$ cat config.mk
export PLATFORM = sky130hd
export DESIGN_NAME = uart_tx_flat
export DESIGN_NICKNAME = d
export VERILOG_FILES = /design/src/rtl/uart_pkg.sv /design/src/rtl/uart_tx_if.sv /design/src/rtl/uart_baud_gen.sv /design/src/rtl/uart_tx.sv /design/src/flat_wrapper.sv
export SDC_FILE = /design/constraint.sdc
export NUM_CORES = 1
export LEC_CHECK = 0
export CORE_MARGIN = 8
export CORE_UTILIZATION = 50
export CTS_CLUSTER_SIZE = 25
export DETAILED_ROUTE_END_ITERATION = 10
export PLACE_DENSITY = 0.81
export SLEW_MARGIN = 20
export SYNTH_ARGS = -nofsm -noshare
export SYNTH_HDL_FRONTEND = slang
export SYNTH_HIERARCHICAL = 1
export SYNTH_SLANG_ARGS = --single-unit
$ cat constraint.sdc
create_clock -name clock -period 2 [get_ports clock]
set_input_delay 0.2 -clock clock [delete_from_list [all_inputs] [get_ports clock]]
set_output_delay 0.2 -clock clock [all_outputs]
set_load 0.02 [all_outputs]
$ cat src/rtl/uart_pkg.sv
// uart_pkg: constants and types shared by the UART transmitter and receiver.
// Holds the default clock and baud settings, the frame geometry and the
// transmit FSM state type.
// Optional feature macro: UART_TX_PARITY_EN. When it is defined, frames carry
// an even parity bit and the PARITY state exists.
`timescale 1ns/1ps
package uart_pkg;

  localparam int DEFAULT_CLOCK_FREQUENCY = 100_000_000;
  localparam int DEFAULT_BAUD_RATE       = 9600;
  localparam int UART_DATA_BITS          = 8;

`ifdef UART_TX_PARITY_EN
  localparam int UART_FRAME_BITS = 11;

  typedef enum logic [2:0] {
    ST_IDLE   = 3'd0,
    ST_START  = 3'd1,
    ST_DATA   = 3'd2,
    ST_PARITY = 3'd3,
    ST_STOP   = 3'd4
  } uart_state_e;

  // Even parity: the parity bit makes the total count of ones even.
  function automatic logic even_parity(input logic [UART_DATA_BITS-1:0] d);
    return ^d;
  endfunction
`else
  localparam int UART_FRAME_BITS = 10;

  typedef enum logic [2:0] {
    ST_IDLE  = 3'd0,
    ST_START = 3'd1,
    ST_DATA  = 3'd2,
    ST_STOP  = 3'd4
  } uart_state_e;
`endif

endpackage

$ cat src/rtl/uart_tx_if.sv
// uart_tx_if: request/status bundle between a byte producer and uart_tx.
// Signals:
//   data  [7:0] byte to send (producer -> transmitter)
//   start       level-sensitive send request (producer -> transmitter)
//   busy        frame in progress (transmitter -> producer)
//   done        one-cycle end-of-frame pulse (transmitter -> producer)
//   tx          serial line (transmitter -> pin)
// Modports: master = producer side, slave = transmitter side.
`timescale 1ns/1ps
interface uart_tx_if;
  import uart_pkg::*;

  logic [UART_DATA_BITS-1:0] data;
  logic                      start;
  logic                      busy;
  logic                      done;
  logic                      tx;

  modport master (
    output data,
    output start,
    input  busy,
    input  done,
    input  tx
  );

  modport slave (
    input  data,
    input  start,
    output busy,
    output done,
    output tx
  );

endinterface

$ cat src/rtl/uart_baud_gen.sv
// uart_baud_gen: bit-period timer for the UART.
// A 16-bit counter runs 0 .. BAUD_DIVIDE-1 and wraps; tick marks the last
// cycle of each bit period. clear restarts the period so a new frame's first
// bit is a full BAUD_DIVIDE cycles long.
// Ports:
//   clock  in   system clock (posedge)
//   reset  in   synchronous, active-high
//   clear  in   restart the bit period on the next edge
//   tick   out  high while count == BAUD_DIVIDE-1
`timescale 1ns/1ps
module uart_baud_gen #(
  parameter int BAUD_DIVIDE = 10416
) (
  input  logic clock,
  input  logic reset,
  input  logic clear,
  output logic tick
);

  localparam logic [15:0] COUNT_LAST = 16'(BAUD_DIVIDE - 1);

  logic [15:0] count_q;
  logic [15:0] count_d;

  assign tick = (count_q == COUNT_LAST);

  always_comb begin
    count_d = count_q + 16'd1;
    if (clear || tick) begin
      count_d = '0;
    end
  end

  always_ff @(posedge clock) begin
    if (reset) begin
      count_q <= '0;
    end else begin
      count_q <= count_d;
    end
  end

endmodule

$ cat src/rtl/uart_tx.sv
// uart_tx: UART transmitter. Serialises one byte per accepted request into
// a start bit, 8 data bits LSB first, an optional even parity bit and a stop
// bit, each BAUD_DIVIDE clock cycles long.
// Optional feature macro: UART_TX_PARITY_EN (adds the parity bit, 11-bit frame).
// Ports:
//   clock  in      system clock (posedge)
//   reset  in      synchronous, active-high; aborts any frame in progress
//   bus    slave   data/start request in, busy/done/tx out (see uart_tx_if)
// Parameters:
//   CLOCK_FREQUENCY, BAUD_RATE  clock and line rate in Hz / baud
//   BAUD_DIVIDE                 clock cycles per bit (must be >= 2)
`timescale 1ns/1ps
module uart_tx
  import uart_pkg::*;
#(
  parameter int CLOCK_FREQUENCY = DEFAULT_CLOCK_FREQUENCY,
  parameter int BAUD_RATE       = DEFAULT_BAUD_RATE,
  parameter int BAUD_DIVIDE     = CLOCK_FREQUENCY / BAUD_RATE
) (
  input logic      clock,
  input logic      reset,
  uart_tx_if.slave bus
);

  uart_state_e               state_q, state_d;
  logic [UART_DATA_BITS-1:0] shift_q, shift_d;
  logic [2:0]                idx_q, idx_d;
  logic                      tx_q, tx_d;
  logic                      busy_q, busy_d;
  logic                      done_q, done_d;
`ifdef UART_TX_PARITY_EN
  logic                      parity_q, parity_d;
`endif

  logic accept;
  logic baud_tick;

  // accept restarts the bit period so the start bit gets its full length.
  uart_baud_gen #(
    .BAUD_DIVIDE(BAUD_DIVIDE)
  ) u_baud_gen (
    .clock(clock),
    .reset(reset),
    .clear(accept),
    .tick (baud_tick)
  );

  always_comb begin
    state_d  = state_q;
    shift_d  = shift_q;
    idx_d    = idx_q;
    tx_d     = tx_q;
    busy_d   = busy_q;
    done_d   = 1'b0;
    accept   = 1'b0;
`ifdef UART_TX_PARITY_EN
    parity_d = parity_q;
`endif

    case (state_q)
      ST_IDLE: begin
        tx_d   = 1'b1;
        busy_d = 1'b0;
        if (bus.start) begin
          accept   = 1'b1;
          shift_d  = bus.data;
          idx_d    = 3'd0;
          state_d  = ST_START;
          tx_d     = 1'b0;
          busy_d   = 1'b1;
`ifdef UART_TX_PARITY_EN
          parity_d = even_parity(bus.data);
`endif
        end
      end

      ST_START: begin
        if (baud_tick) begin
          state_d = ST_DATA;
          tx_d    = shift_q[0];
        end
      end

      ST_DATA: begin
        if (baud_tick) begin
          shift_d = {1'b0, shift_q[UART_DATA_BITS-1:1]};
          // 3-bit index wraps 7 -> 0 on the way out of DATA.
          idx_d   = idx_q + 3'd1;
          if (idx_q == 3'd7) begin
`ifdef UART_TX_PARITY_EN
            state_d = ST_PARITY;
            tx_d    = parity_q;
`else
            state_d = ST_STOP;
            tx_d    = 1'b1;
`endif
          end else begin
            // Next bit is the one about to land in shift[0].
            tx_d = shift_q[1];
          end
        end
      end

`ifdef UART_TX_PARITY_EN
      ST_PARITY: begin
        if (baud_tick) begin
          state_d = ST_STOP;
          tx_d    = 1'b1;
        end
      end
`endif

      ST_STOP: begin
        if (baud_tick) begin
          state_d = ST_IDLE;
          tx_d    = 1'b1;
          busy_d  = 1'b0;
          done_d  = 1'b1;
        end
      end

      default: begin
        state_d = ST_IDLE;
        tx_d    = 1'b1;
        busy_d  = 1'b0;
      end
    endcase
  end

  always_ff @(posedge clock) begin
    if (reset) begin
      state_q  <= ST_IDLE;
      shift_q  <= '0;
      idx_q    <= '0;
      tx_q     <= 1'b1;
      busy_q   <= 1'b0;
      done_q   <= 1'b0;
`ifdef UART_TX_PARITY_EN
      parity_q <= 1'b0;
`endif
    end else begin
      state_q  <= state_d;
      shift_q  <= shift_d;
      idx_q    <= idx_d;
      tx_q     <= tx_d;
      busy_q   <= busy_d;
      done_q   <= done_d;
`ifdef UART_TX_PARITY_EN
      parity_q <= parity_d;
`endif
    end
  end

  assign bus.tx   = tx_q;
  assign bus.busy = busy_q;
  assign bus.done = done_q;

endmodule

$ cat src/flat_wrapper.sv
// flat-port wrapper written by rule: the top's interface ports become plain ports
module uart_tx_flat import uart_pkg::*;
#(
  parameter int CLOCK_FREQUENCY = DEFAULT_CLOCK_FREQUENCY,
  parameter int BAUD_RATE       = DEFAULT_BAUD_RATE,
  parameter int BAUD_DIVIDE     = CLOCK_FREQUENCY / BAUD_RATE
)
  (clock, reset, bus_data, bus_start, bus_busy, bus_done, bus_tx);
  uart_tx_if bus_i ();
  input logic clock;
  input logic reset;
  input wire logic [$bits(bus_i.data)-1:0] bus_data;
  input wire logic [$bits(bus_i.start)-1:0] bus_start;
  output wire logic [$bits(bus_i.busy)-1:0] bus_busy;
  output wire logic [$bits(bus_i.done)-1:0] bus_done;
  output wire logic [$bits(bus_i.tx)-1:0] bus_tx;
  assign bus_i.data = bus_data;
  assign bus_i.start = bus_start;
  assign bus_busy = bus_i.busy;
  assign bus_done = bus_i.done;
  assign bus_tx = bus_i.tx;
  uart_tx #(.CLOCK_FREQUENCY(CLOCK_FREQUENCY), .BAUD_RATE(BAUD_RATE), .BAUD_DIVIDE(BAUD_DIVIDE)) u_core (.clock(clock), .reset(reset), .bus(bus_i));
endmodule
# --- After elaboration in Yosys (flattened, before gate mapping) ---
# Index checks and enable logic that the tools add are counted.
word_totals:
  ff_bits: 33
  input_bits: 11
  out_inout_bits: 3
  word_cells: 54
classes:
  n_addsub: 2
  eq_ne: 10
  n_mux: 23
  bitwise: 2
  reduce_logical: 10
op_table:
  columns: ["cell", "count"]
  rows:
  - ["$mux 3", 7]
  - ["$add 16x1->16 const B", 1]
  - ["$eq 16x14->1 const B", 1]
  - ["$mux 8", 2]
  - ["$pmux 8 s2", 1]
  - ["$pmux 3 s4", 1]
  - ["$mux 1", 9]
  - ["$ne 2x2->1 const B", 4]
  - ["$eq 3x3->1 const B", 2]
  - ["$pmux 3 s2", 1]
  - ["$reduce_and 3->1", 2]
  - ["$reduce_or 2->1", 3]
  - ["$reduce_and 5->1", 1]
  - ["$pmux 1 s4", 1]
  - ["$add 3x1->3 const B", 1]
  - ["$eq 3x1->1 const B", 1]
  - ["$eq 3x2->1 const B", 1]
  - ["$logic_not 3->1", 1]
  - ["$pmux 1 s3", 1]
  - ["$ne 2x1->1 const B", 1]
  - ["$not 1->1", 2]
  - ["$reduce_and 2->1", 1]
  - ["$reduce_bool 2->1", 1]
  - ["$logic_or 1x1->1", 1]

# --- Logic depth before layout (Yosys ltp) ---
# Gate-level depths: netlist (run 1).
depth:
  depth_word: 4
  depth_mapped: 7

# --- By module ---
# Netlist (run 1), hierarchy kept.
modules_own_cells:
  columns: ["module", "instances", "cells_each", "area_each_um2"]
  rows:
  - ["uart_tx", 1, 97, 955.9]
  - ["uart_baud_gen", 1, 81, 734.5]

# --- Least setup slack after synthesis (run 1) ---
# No wires, ideal clock.
synth_path:
  kind: "flip-flop to flip-flop"
  startpoint: "register u_core.u_baud_gen.count_q[9]"
  endpoint: "register u_core.tx_q (netlist: u_core/bus.tx)"
  t_arrival_ps: 1819
  path_slack_ps: 86
  path_stages_with_launch: 6
  path_cell_list: "dfxtp_1 or4_1 nor4_2 buf_2 o32ai_1 o311ai_1"
synth_via:
  elab_chain_cells: 3
  word_cells_on_any_way: 5
synth_lines:
  columns: ["element", "line_no", "rtl"]
  rows:
  - ["from (decl)", "uart_baud_gen.sv:22", "logic [15:0] count_q;"]
  - ["from (signal assigned)", "uart_baud_gen.sv:38", "count_q <= count_d;"]
  - ["$eq 16x14->1 *", "uart_baud_gen.sv:25", "assign tick = (count_q == COUNT_LAST);"]
  - ["net u_core.baud_tick", "uart_tx.sv:36", "logic baud_tick;"]
  - ["$ne 2x2->1 (no line)", null, null]
  - ["$reduce_and 3->1 (no line) *", null, null]
  - ["to (signal assigned)", "uart_tx.sv:145", "tx_q <= tx_d;"]
  - ["to (decl)", "uart_tx.sv:28", "logic tx_q, tx_d;"]
# The timed path passes the listed nets; every way through them passes the cells marked *.
# A chain may end at the register's enable or synchronous reset.

# --- Worst setup path after layout (run 1) ---
layout_path:
  startpoint: "register u_core.u_baud_gen.count_q[15]"
  endpoint: "register u_core.shift_q[4]"
layout_via:
  elab_chain_cells: 3
layout_lines:
  columns: ["element", "line_no", "rtl"]
  rows:
  - ["$eq 16x14->1", "uart_baud_gen.sv:25", null]
  - ["net u_core.baud_tick", "uart_tx.sv:36", null]
  - ["$ne 2x2->1 (no line)", null, null]
  - ["$reduce_and 3->1 (no line)", null, null]
  - ["to (signal assigned)", "uart_tx.sv:143", "shift_q <= shift_d;"]
  - ["to (decl)", "uart_tx.sv:26", "logic [UART_DATA_BITS-1:0] shift_q, shift_d;"]
# The timed path passes the listed nets, and every way through them passes these cells.

==> results of run 1 <==
per-layer routing:
| metal | track usage [%] | wire length (um) | vias to the layer above |
|---|---|---|---|
| li1 | - | - | 700 |
| met1 | 16.08 | 1550 | 644 |
| met2 | 21.29 | 1587 | 27 |
| met3 | 3.235 | 129 | 7 |
| met4 | 5.987 | 63 | 0 |
| met5 | 0 | 0 | - |
critical path, cell delays in order (launching register included):
cell,delay [ns]
dfxtp_2,0.33
or3b_2,0.49
nor4_2,0.27
buf_4,0.19
mux2i_2,0.11
nor2_4,0.25
a211oi_2,0.10
flip-flops by register name, summed over array words and instances (netlist names):
| register | cells |
|---|---|
| u_core/bus.busy | 1 |
| u_core/bus.done | 1 |
| u_core/bus.tx | 1 |
| u_core/idx_q | 3 |
| u_core/shift_q | 8 |
| u_core/state_q | 3 |
| u_core/u_baud_gen/count_q | 16 |
cell usage after synthesis, drive strengths merged, types with 2 or more instances:
master,n
dfxtp,33
nor2,23
xnor2,14
a21oi,11
nand4,10
a211oi,8
inv,8
mux2i,8
nand2,7
buf,6
nor3,6
o21ai,6
nor4,5
nand3,4
ha,3
clkbuf,2
nand2b,2
nor4b,2
or3,2
xor2,2
worst min-delay path by stage:
stage                              to  slack [ns]
floorplan           u_core/shift_q[5]        0.27
global placement      u_core/bus.busy        0.44
detailed placement    u_core/bus.busy        0.45
CTS                 u_core/shift_q[7]        0.42
global route        u_core/shift_q[7]        0.45
finish              u_core/shift_q[7]        0.42
layout make-up:
| type | instances | area, um^2 |
|---|---|---|
| inverter | 8 | 30.03 |
| clock buffer | 7 | 55.05 |
| tap | 46 | 57.56 |
| fill | 272 | 1262 |
| sequential | 33 | 663.1 |
| multi-input combinational | 130 | 927.1 |
| timing repair buffer | 28 | 259.0 |
| clock inverter | 1 | 30.03 |
power by group through the flow:
| stage | registers, uW | logic [uW] | clock network [uW] |
|---|---|---|---|
| floorplan | 708 | 84.9 | 0 |
| global placement | 708 | 129 | 0 |
| detailed placement | 709 | 133 | 0 |
| CTS | 694 | 133 | 525 |
| global route | 696 | 145 | 554 |
| finish | 694 | 133 | 513 |
repair_timing:
action / 4_1_cts / 5_1_grt
gates resized for setup: 0 / 3
buffers inserted: 0 / 3
endpoints found under the setup margin: 0 / 10
through the flow:
| step | setup WS [ns] | cells | util [%] | area, um^2 | power (uW) |
|---|---|---|---|---|---|
| floorplan | 0.08614 | 178 | - | 1690 | 793.0 |
| global placement | 0.1091 | 241 | 57.75 | 1897 | 837.2 |
| detailed placement | 0.04692 | 241 | 57.75 | 1897 | 841.8 |
| CTS | 0.02746 | 249 | 60.34 | 1982 | 1352 |
| global route | 0.002467 | 253 | 61.56 | 2022 | 1395 |
| finish | 0.1122 | 253 | 61.56 | 2022 | 1339 |
cell families after synthesis:
| family | synth area share [%] |
|---|---|
| multiplexers | 5.847 |
| buffers and inverters | 6.735 |
| adder cells (fa/ha/maj) | 2.221 |
| AO/OA/AOI/OAI | 13.69 |
| flip-flops | 39.08 |
| AND/OR/NAND/NOR | 24.13 |
| XOR/XNOR | 8.290 |
==> key figures, run 1 <==
Outcome
  • Status: completed

Worst setup path
  • Crit. End Element: flip-flop
  • Worst Setup SP: u_core/u_baud_gen/count_q[15]
  • Reg2Reg Setup Slack: 0.11 ns
  • Reg2Reg Capture Point: u_core/shift_q[4]
  • WS Path Type: reg2reg
  • Worst R2R Path Depth: 6
  • Beginning of the worst register-to-register path: u_core/u_baud_gen/count_q[15]
  • Critical path endpoint: u_core/shift_q[4]
  • Critical Path Start Type: flip-flop
  • Critical path peak fanout: 8
  • Critical Path RT: 2.20 ns
  • Worst path arrival time: between 2 and 2.5 ns

Yosys
  • Netlist cell types: 47
  • Area share of the leading cell type in the synthesized netlist: 39.08%
  • Syn Area/Cell: 9.496 um^2
  • Synth async-reset ratio: 0%
  • Post-synth EDFFs: 0
  • Yosys warning count: 6
  • Synthesized netlist cell count: 178
  • #FFs+latches synth: 33
  • Synth top area cells: dfxtp_1, xnor2_1, nor2_1, mux2i_1, a211oi_2
  • Net Count, Synth: 192
  • Synth Flop Type: dfxtp_1
  • Yosys top cell by area: dfxtp_1
  • Sequential cell area fraction in the yosys report: 39.08%
  • Post-Synthesis Cell Area: 1690 um^2

Timing
  • # setup viols final: 0
  • Normalized max-slew margin: 62.68%
  • RSZ-0062 raised after global routing: false
  • Final setup TNS: 0 ns
  • Final Max Tran Viols: 0
  • Maximum clock rate: 529.7 MHz
  • Worst slew pin tran: 0.5591 ns
  • Period utilization: a little over nine tenths
  • Fin. Hold Viols: 0
  • Fin crit period: approximately 1.9 ns
  • Clock skew: 0.01334 ns
  • Hold Slack: 0.4217 ns

Place
  • Final Wtd Congestion: 0.8596
  • DP HPWL: 2412 um
  • Port-buffer cells: 13

Detailed routing
  • Post-DRT Antenna Nets: 0
  • DRC: 0
  • Drt first pass iters: 4
  • Final WL: approximately 3300 um
  • Via count: 1378
  • Drt wl/cell: around 13 um
  • Initial drt markers: 102
  • Routed vias/inst: 5.447

Clock tree
  • Total CTS buffers: 5
  • CTS tree: built
  • H-tree Lvls: 2
  • Clock Path Buffers: 2
  • Number of hold buffers added after cts: 0
  • Clk slew on worst S/H paths: approximately 0.1 ns
  • Clk_lat worst skew: 0.33 ns
  • Clk sinks: 33
  • Clock Tree Root: clkbuf_4

Worst hold path
  • Hold path depth: 3
  • Hold Startpoint: bus_data[7]
  • HP Class: in2reg

Global route
  • Initial antenna violation count: 0
  • Vias in the first global route: between 1000 and 1500
  • Largest net degree at the start of global routing: 17
  • Global-route wire length before repair: 5720 um
  • Gr usage total: 13.19%
  • Overflow left after global routing: 0

Cells and area
  • Nets@finish: between 200 and 250
  • Most common cell after layout, fill and taps aside: dfxtp_1
  • Layout area overhead: 19.62%
  • Ant. Diodes: 0
  • Share of cells above drive strength 1: 20.29%
  • Commonest non-fill, non-tap cells in the layout: dfxtp_1, nor2_1, xnor2_1

Power
  • Combinational Power Share: 9.9%
  • Switch share: between 20% and 30%
  • Clock power frac: 38.3%
  • Psw: approximately 300 uW
  • PD cells: approximately 660 nW/um^2
  • Pleak: 0.0006798 uW
  • Seq pwr share: 51.8%
  • Worst ir drop on vdd: 0.3389 mV
  • Int Pwr: 1044 uW

Floorplan
  • Die Y: 74.15 um
  • Die width: 74.15 um
  • Die area: around 5500 um^2
  • Initial core utilization: 51.47%
  • Ports: 14
  • Row cnt: 21
  • Total core area: 3284 um^2

Flow run
  • Max Cap Viol: 0
Note: power is estimated with default switching activity, not from simulation.
==> inputs of run 2 (changes only) <==
- CELL_PAD_IN_SITES_DETAIL_PLACEMENT: default -> 0
- CELL_PAD_IN_SITES_GLOBAL_PLACEMENT: default -> 1
- CORE_UTILIZATION: 50 -> 40
- PLACE_DENSITY: 0.81 -> 0.83
==> run 2 against run 1 <==
  * Sequential cell count stayed put
  * Largest power group unchanged
  * Fmax hardly changed
  * Register-to-register slack hardly changed
  * Critical path type unchanged
  * Core utilization is 11 points lower
==> key figures, run 2 (synthesized netlist as in run 1, its figures left out) <==
Worst setup path
  • Worst Setup SP: u_core/u_baud_gen/count_q[13]
  • Worst R2R Path Depth: 6
  • Crit path max-delay family: simple AND/OR/NAND/NOR gates
  • Reg2Reg Capture Point: u_core/shift_q[5]
  • Critical Path RT: 2.16 ns
  • Critical Path Start Type: flip-flop
  • Worst path arrival time: 2.05 ns
  • WS Path Type: reg2reg
  • Critical path endpoint: u_core/shift_q[5]
  • Worst-path cell chain: or3b_2 > nor4_2 > buf_4 > mux2i_2 > nor2_4 > a211oi_1
  • Crit. End Element: flip-flop
  • Critical path peak fanout: 8
  • CP Depth: 6
  • Crit-path max cell delay: 0.46 ns
  • Count of buffer and inverter cells on the critical path: 1
  • Beginning of the worst register-to-register path: u_core/u_baud_gen/count_q[13]
  • Reg2Reg Setup Slack: 0.11 ns
  • Slowest CP cell: or3b_2

Place
  • Final Wtd Congestion: 0.8644
  • DP HPWL: 2558 um
  • Worst slack, placed: between 0.05 and 0.06 ns
  • Port-buffer cells: 13

Detailed routing
  • Final WL: 3654 um
  • Routed vias/inst: 5.419
  • DRC: 0
  • Initial drt markers: between 70 and 80
  • Via count: 1398
  • Drt first pass iters: 4
  • Drt wl/cell: 14.16 um
  • Post-DRT Antenna Nets: 0

Outcome
  • Status: completed

Timing
  • Fin crit period: 1.887 ns
  • Normalized max-slew margin: 58.80%
  • Fin. Hold Viols: 0
  • Period utilization: between 90% and 100%
  • Final setup TNS: 0 ns
  • Clock skew: 0.008146 ns
  • Final WS setup: between 0.1 and 0.15 ns
  • # setup viols final: 0
  • Maximum clock rate: 529.8 MHz
  • RSZ-0062 raised after global routing: false
  • Worst slew pin tran: 0.6171 ns
  • Final Max Tran Viols: 0

Global route
  • Global-route wire length before repair: 6120 um
  • Vias in the first global route: 1328
  • Gr usage total: 11.70%
  • Initial antenna violation count: 0
  • Overflow left after global routing: 0
  • Largest net degree at the start of global routing: 17

Cells and area
  • Biggest register: u_core/u_baud_gen/count_q
  • Nets@finish: 221
  • Commonest non-fill, non-tap cells in the layout: dfxtp_1, nor2_1, buf_4
  • Most common cell after layout, fill and taps aside: dfxtp_1
  • Biggest registers after layout: u_core/u_baud_gen/count_q (16), u_core/shift_q (8)
  • Layout area overhead: 21.32%
  • Ant. Diodes: 0
  • Share of cells above drive strength 1: 21.15%
  • # fillers: ~370
  • Max reg flops: 16

Clock tree
  • H-tree Lvls: 2
  • Clock Tree Root: clkbuf_8
  • CTS tree: built
  • Total CTS buffers: 5
  • Clk sinks: 33
  • Clock Path Buffers: 2
  • Number of hold buffers added after cts: 0
  • Clk slew on worst S/H paths: ~0.07 ns
  • Clk_lat worst skew: 0.29 ns

Worst hold path
  • HP Class: reg2reg

Floorplan
  • Die Y: between 80 and 90 um
  • Die area: 6562 um^2
  • Ports: 14
  • Die width: 81.01 um
  • Total core area: roughly 4000 um^2
  • Initial core utilization: 41.96%
  • Row cnt: 23

Power
  • Pleak: 0.0006938 uW
  • Worst ir drop on vdd: 0.5242 mV
  • PD cells: 672.5 nW/um^2

Flow run
  • Max Cap Viol: 0
==> run 2: timing repair <==
| action | in CTS | in global routing |
|---|---|---|
| setup buffers | 0 | 6 |
| setup endpoints to repair | 0 | 10 |
| resized for setup | 0 | 2 |
| endpoints found under the hold margin | 0 | 0 |
==> run 2: metal layers <==
layer | GRT usage [%] | routed length, um
met1 | 14.76 | 1591
met3 | 3.422 | 206
met2 | 17.80 | 1798
met5 | 0 | 0
met4 | 5.714 | 57
==> run 2: worst reg2reg max path, stage by stage, from the launching register on <==
cell,delay [ns]
dfxtp_2,0.35
or3b_2,0.46
nor4_2,0.28
buf_4,0.20
mux2i_2,0.12
nor2_4,0.25
a211oi_1,0.11
==> run 2: area by class of cell <==
class | instances | area, um^2 | share of cell area, %
inverter | 8 | 30.03 | 1.464
clock buffer | 7 | 96.34 | 4.698
clock inverter | 1 | 5.005 | 0.2441
sequential | 33 | 661.9 | 32.28
multi-input combinational | 130 | 932.1 | 45.45
tap | 50 | 62.56 | 3.051
timing repair buffer | 29 | 262.8 | 12.81
==> run 2: how the worst min path moves through the flow <==
stage	start	to	cells past startpoint
2_1_floorplan	reset	u_core/shift_q[5]	1
3_3_place_gp	u_core/bus.busy	u_core/bus.busy	2
3_5_place_dp	u_core/bus.busy	u_core/bus.busy	2
4_1_cts	u_core/bus.busy	u_core/bus.busy	2
5_1_grt	u_core/bus.busy	u_core/bus.busy	2
6_report	u_core/bus.busy	u_core/bus.busy	2
==> run 2: stage by stage <==
stage | utilization [%] | std cells | power [uW] | hold slack [ns] | instance area [um^2]
6_report | 50.90 | 258 | 1379 | 0.4577 | 2051
5_1_grt | 50.90 | 258 | 1453 | 0.4962 | 2051
4_1_cts | 49.35 | 251 | 1397 | 0.4591 | 1988
3_5_place_dp | 46.83 | 243 | 839.2 | 0.4486 | 1887
3_3_place_gp | 46.83 | 243 | 833.3 | 0.4389 | 1887
2_1_floorplan | - | 178 | 793.0 | 0.2728 | 1690
==> run 2: where the power goes <==
part | internal, uW | leakage, uW | switching [uW]
sequential | 678 | 0.000269 | 19.8
combinational | 66.1 | 0.000370 | 63.4
clock | 311 | 0.0000542 | 241
